[src/rtl/clkdiv_meas.sv]
// Measures period (and optionally high time) of an asynchronous clock-like input in clk_i cycles.
// Optional feature: define CLKDIV_MEAS_DUTY_EN to add the high_o output and duty-aware lock.
module clkdiv_meas #(
    parameter int CNT_W       = 8,
    parameter int LOCK_CNT    = 4,
    parameter int SYNC_STAGES = 2
) (
    input  logic             clk_i,
    input  logic             rst_n,
    input  logic             clk_s,
    output logic [CNT_W-1:0] period_o,
`ifdef CLKDIV_MEAS_DUTY_EN
    output logic [CNT_W-1:0] high_o,
`endif
    output logic             valid_o,
    output logic             lock_o,
    output logic             timeout_o
);

    localparam logic [CNT_W-1:0] CNT_MAX  = '1;
    localparam logic [CNT_W-1:0] CNT_ONE  = CNT_W'(1);
    localparam logic [3:0]       LOCK_TGT = 4'(LOCK_CNT);

    typedef enum logic {
        ST_IDLE = 1'b0,
        ST_MEAS = 1'b1
    } state_e;

    logic [SYNC_STAGES-1:0] sync_q, sync_d;
    logic                   hist_q;
    logic                   rise, fall;

    state_e                 state_q, state_d;
    logic [CNT_W-1:0]       cnt_q, cnt_d;
    logic [CNT_W-1:0]       period_q, period_d;
    logic                   valid_q, valid_d;
    logic                   lock_q, lock_d;
    logic                   timeout_q, timeout_d;
    logic [3:0]             match_q, match_d;
    logic                   have_prev_q, have_prev_d;
    logic                   same_meas;

`ifdef CLKDIV_MEAS_DUTY_EN
    logic [CNT_W-1:0]       high_q, high_d;
    logic [CNT_W-1:0]       high_cap_q, high_cap_d;
`endif

    assign sync_d[0] = clk_s;
    for (genvar gi = 1; gi < SYNC_STAGES; gi++) begin : g_sync
        assign sync_d[gi] = sync_q[gi-1];
    end

    assign rise = sync_q[SYNC_STAGES-1] & ~hist_q;
    assign fall = ~sync_q[SYNC_STAGES-1] & hist_q;

    always_ff @(posedge clk_i or negedge rst_n) begin
        if (!rst_n) begin
            sync_q <= '0;
            hist_q <= 1'b0;
        end else begin
            sync_q <= sync_d;
            hist_q <= sync_q[SYNC_STAGES-1];
        end
    end

    always_comb begin
        state_d     = state_q;
        cnt_d       = cnt_q;
        period_d    = period_q;
        valid_d     = 1'b0;
        lock_d      = lock_q;
        timeout_d   = timeout_q;
        match_d     = match_q;
        have_prev_d = have_prev_q;
        same_meas   = have_prev_q && (cnt_q == period_q);
`ifdef CLKDIV_MEAS_DUTY_EN
        high_d      = high_q;
        high_cap_d  = high_cap_q;
        same_meas   = same_meas && (high_cap_q == high_q);
`endif
        case (state_q)
            ST_IDLE: begin
                cnt_d = '0;
                if (rise) begin
                    state_d   = ST_MEAS;
                    cnt_d     = CNT_ONE;
                    timeout_d = 1'b0;
                end
            end
            ST_MEAS: begin
                // A rise on the terminal count still counts as a valid period.
                if (rise) begin
                    period_d    = cnt_q;
                    valid_d     = 1'b1;
                    cnt_d       = CNT_ONE;
                    have_prev_d = 1'b1;
`ifdef CLKDIV_MEAS_DUTY_EN
                    high_d      = high_cap_q;
`endif
                    if (same_meas) begin
                        match_d = (match_q >= LOCK_TGT) ? LOCK_TGT : match_q + 4'd1;
                    end else begin
                        match_d = '0;
                    end
                    lock_d = (match_d == LOCK_TGT);
                end else if (cnt_q == CNT_MAX) begin
                    state_d     = ST_IDLE;
                    cnt_d       = '0;
                    timeout_d   = 1'b1;
                    lock_d      = 1'b0;
                    match_d     = '0;
                    have_prev_d = 1'b0;
                end else begin
                    cnt_d = cnt_q + CNT_ONE;
`ifdef CLKDIV_MEAS_DUTY_EN
                    if (fall) begin
                        high_cap_d = cnt_q;
                    end
`endif
                end
            end
            default: begin
                state_d = ST_IDLE;
                cnt_d   = '0;
            end
        endcase
    end

    always_ff @(posedge clk_i or negedge rst_n) begin
        if (!rst_n) begin
            state_q     <= ST_IDLE;
            cnt_q       <= '0;
            period_q    <= '0;
            valid_q     <= 1'b0;
            lock_q      <= 1'b0;
            timeout_q   <= 1'b0;
            match_q     <= '0;
            have_prev_q <= 1'b0;
        end else begin
            state_q     <= state_d;
            cnt_q       <= cnt_d;
            period_q    <= period_d;
            valid_q     <= valid_d;
            lock_q      <= lock_d;
            timeout_q   <= timeout_d;
            match_q     <= match_d;
            have_prev_q <= have_prev_d;
        end
    end

`ifdef CLKDIV_MEAS_DUTY_EN
    always_ff @(posedge clk_i or negedge rst_n) begin
        if (!rst_n) begin
            high_q     <= '0;
            high_cap_q <= '0;
        end else begin
            high_q     <= high_d;
            high_cap_q <= high_cap_d;
        end
    end

    assign high_o = high_q;
`else
    // Fall edges only matter when the high time is measured.
    logic unused_fall;
    assign unused_fall = fall;
`endif

    assign period_o  = period_q;
    assign valid_o   = valid_q;
    assign lock_o    = lock_q;
    assign timeout_o = timeout_q;

endmodule

[config.mk]
export PLATFORM = sky130hd
export DESIGN_NAME = clkdiv_meas
export DESIGN_NICKNAME = d
export VERILOG_FILES = /design/src/rtl/clkdiv_meas.sv
export SDC_FILE = /design/constraint.sdc
export NUM_CORES = 1
export LEC_CHECK = 0
export CORE_MARGIN = 3
export CORE_UTILIZATION = 54
export DETAILED_ROUTE_END_ITERATION = 10
export GPL_ROUTABILITY_DRIVEN = 1
export GPL_TIMING_DRIVEN = 0
export PLACE_DENSITY_LB_ADDON = 0.08
export SLEW_MARGIN = 25
export SYNTH_ARGS = -nofsm -noshare
export SYNTH_HDL_FRONTEND = slang
export SYNTH_SLANG_ARGS = --single-unit
export TNS_END_PERCENT = 100
[constraint.sdc]
create_clock -name clk_i -period 1.7 [get_ports clk_i]
set_input_delay 0.34 -clock clk_i [delete_from_list [all_inputs] [get_ports clk_i]]
set_output_delay 0.34 -clock clk_i [all_outputs]
set_load 0.02 [all_outputs]
==> results.yml <==
status:
  status: "finished with violations"
  violations: "hold timing"
layout:
  fin_util: 0.709
  area_growth_pct: 16.7
  drive_gt1_frac: 0.102
  fin_cells: 164
  diodes: 0
  layout.nets: 143
floorplanning:
  dieArea_um2: 2960
  chipHeight_um: 54.4
  coreArea_um2: 2080
  fp-row-count: 16
  die_w_um: 54.4
  start_util: 0.608
  ios: 14
grt:
  antenna_found_initial: 0
  globalRouteOverflowTotal: 0
  grt_max_degree: 29
  grt_usage: 0.181
  grt_pass1_wl_um: 3840
  grt_pass1_vias: 853
critical_path:
  worstPathRequired_ps: 1360
  cpLargestDelayFamily: "buffers and inverters"
  cpPeakStageDelay_ps: 610
  worstPathCellList: "clkdlybuf4s50_1"
  crit_type: "reg -> out"
  startpoint: "lock_o"
  r2r-start: "cnt_q[0]"
  cpMaxStageDelayCell: "clkdlybuf4s50_1"
  cp.arrival_ps: 1310
  worst_setup_path_start_kind: "flop"
  endpoint_kind: "output port"
  path_buf_inv: 1
  crit_fanout: 2
sta:
  fin_crit_ps: 1650
  setup_violations: 0
  rsz0062_at_grt: "false"
  finalHoldViolCount: 2
  finClkSkew_ps: 1.90
  setup_slack_ps: 47.7
  finalMaxSlewViolations: 0
  worstMarginPinSlew_ps: 605
  setup_tns_ps: 0
  period_share: 0.972
  fmax_ghz: 0.605
  holdWs_ps: -1.27
  slew_headroom: 0.597
yosys:
  yosysWarnings: 0
  netlist.top_cell.by_area: "dfrtp_1"
  async_reset_ff_frac: 1.00
  ys.flop_type: "dfrtp_1"
  synthDominantCellAreaShare: 0.554
  syn-cell-area_um2: 1260
  yosysMostFrequentCell: "nand2_1"
  ys_top_cells_by_count: "nand2_1, dfrtp_1, xor2_1, nor2_1, and2_1"
  ys_ff_latch: 28
  syn_inst: 120
  seq_area_frac_synth: 0.554
  synth_cell_type_count: 27
  synth_area_leaders: "dfrtp_1, nand2_1, xor2_1"
  synth_edf_count: 0
  avgSynthCellArea_um2: 10.5
  syn-num-nets: 125
detailed_routing:
  drcViolationCount: 0
  post_drt_wl_per_cell_um: 13.8
  num_vias: 859
  detail-route-antenna-nets: 0
  drt_iter0_markers: 10
  via_per_inst: 5.24
  first_pass_iters: 4
  drt-total-wl_um: 2260
placement:
  dp_hpwl_um: 1690
  dp_slack_ps: 80.0
  gp_congestion: 0.761
  dp.cells: 160
  portBuffers: 13
power_and_ir_drop:
  p_per_area_nw_per_um2: 1090
  p_leak_nw: 0.826
  ir_worst_vdd_v: 0.000903
clock_tree:
  cts_tree: "done"
  clkTransAtPathRegs_ps: 140
  cts.sinks: 28
  clockRootBuffer: "clkbuf_4"
  cts.path.max_buffers: 2
  cts-buffers-inserted: 3
  htree_levels: 1
  cts_setup_buffers: 0
  clk_latency_ps: 320
worst_hold_path:
  hold_class: "in -> async"
job:
  cap_violations: 0
layout make-up:
class	instances	area (µm²)
multi-input combinational	87	552
tap	27	33.8
timing repair buffer	13	133
inverter	3	11.3
sequential	28	702
clock buffer	4	36.3
fill	163	606
buffer	2	8.76
registers in the layout (all words and copies together), names as in the netlist:
signal / flops
cnt_q: 8
period_o: 8
match_q: 4
sync_q: 2
have_prev_q: 1
hist_q: 1
lock_o: 1
state_q: 1
timeout_o: 1
valid_o: 1
path summary, 6_finish.rpt:
check / cells after the start / slack [ps] / end
worst min register to register: 0 / 370 / sync_q[1]
worst max register to register: 5 / 150 / timeout_o
worst max-delay path: 1 / 50 / lock_o
min in group clk_i: 0 / 370 / sync_q[1]
worst min-delay path: 1 / -1 / match_q[1]
max in group asynchronous: 1 / 1270 / state_q
report_power, final:
part           internal, mW  total [mW]  switching (mW)  leakage, nW
Clock                 0.131       0.321           0.190       0.0210
Combinational         0.183       0.433           0.250        0.444
Sequential            0.753       0.860           0.107        0.361
stage by stage:
stage	power, mW	hold slack, ps	cell area (µm²)
floorplan	1.16	44.4	1260
global placement	1.29	334	1430
detailed placement	1.33	345	1420
finish	1.61	-1.27	1480
CTS	1.64	16.0	1460
global route	1.71	33.8	1480
metal layers:
layer	global-route usage	routed length [µm]	up-vias
met3	0.0327	103	0
met1	0.247	1030	417
met5	0	0	-
li1	-	-	428
met4	0.0373	0	0
met2	0.301	1130	14
kinds of logic (layout without fill, tap and decap cells):
kind of cell	count (synthesis)	after routing	synth area share
and+or+nand+nor	60	60	0.247
DFF	28	28	0.554
xor gates and xnor gates	14	14	0.0969
AOI/OAI and AO/OA	11	11	0.0663
buffers and inverters	5	22	0.0158
adders and majority gates	2	2	0.0198
repair_timing:
action                                  in CTS  in global routing
endpoints found under the setup margin       4                 10
gates resized for setup                      4                  7
hold buffers                                 0                  0
cell usage in the layout (no fill, tap or decap):
cell              n
nor2_1            8
clkbuf_1          1
o21ai_1           2
dlygate4sd2_1     4
o21a_1            1
o22ai_1           1
a41oi_2           1
a31oi_1           1
nor4_4            2
dfrtp_2           1
a22o_1            1
ha_1              2
and3_1            2
o21ai_0           1
xor2_1           11
clkdlybuf4s50_1   3
dlymetal6s2s_1    5
and3_2            1
and2_1            5
o41ai_2           1
buf_2             2
nand2b_1          1
inv_1             3
clkbuf_4          3
dfrtp_1          27
xnor2_1           3
nand2_1          35
nand3_2           1
nand4_1           1
clkbuf_8          1
a21o_1            2
nand3b_4          1
nand3_1           3
Note: power is estimated with default switching activity, not from simulation.
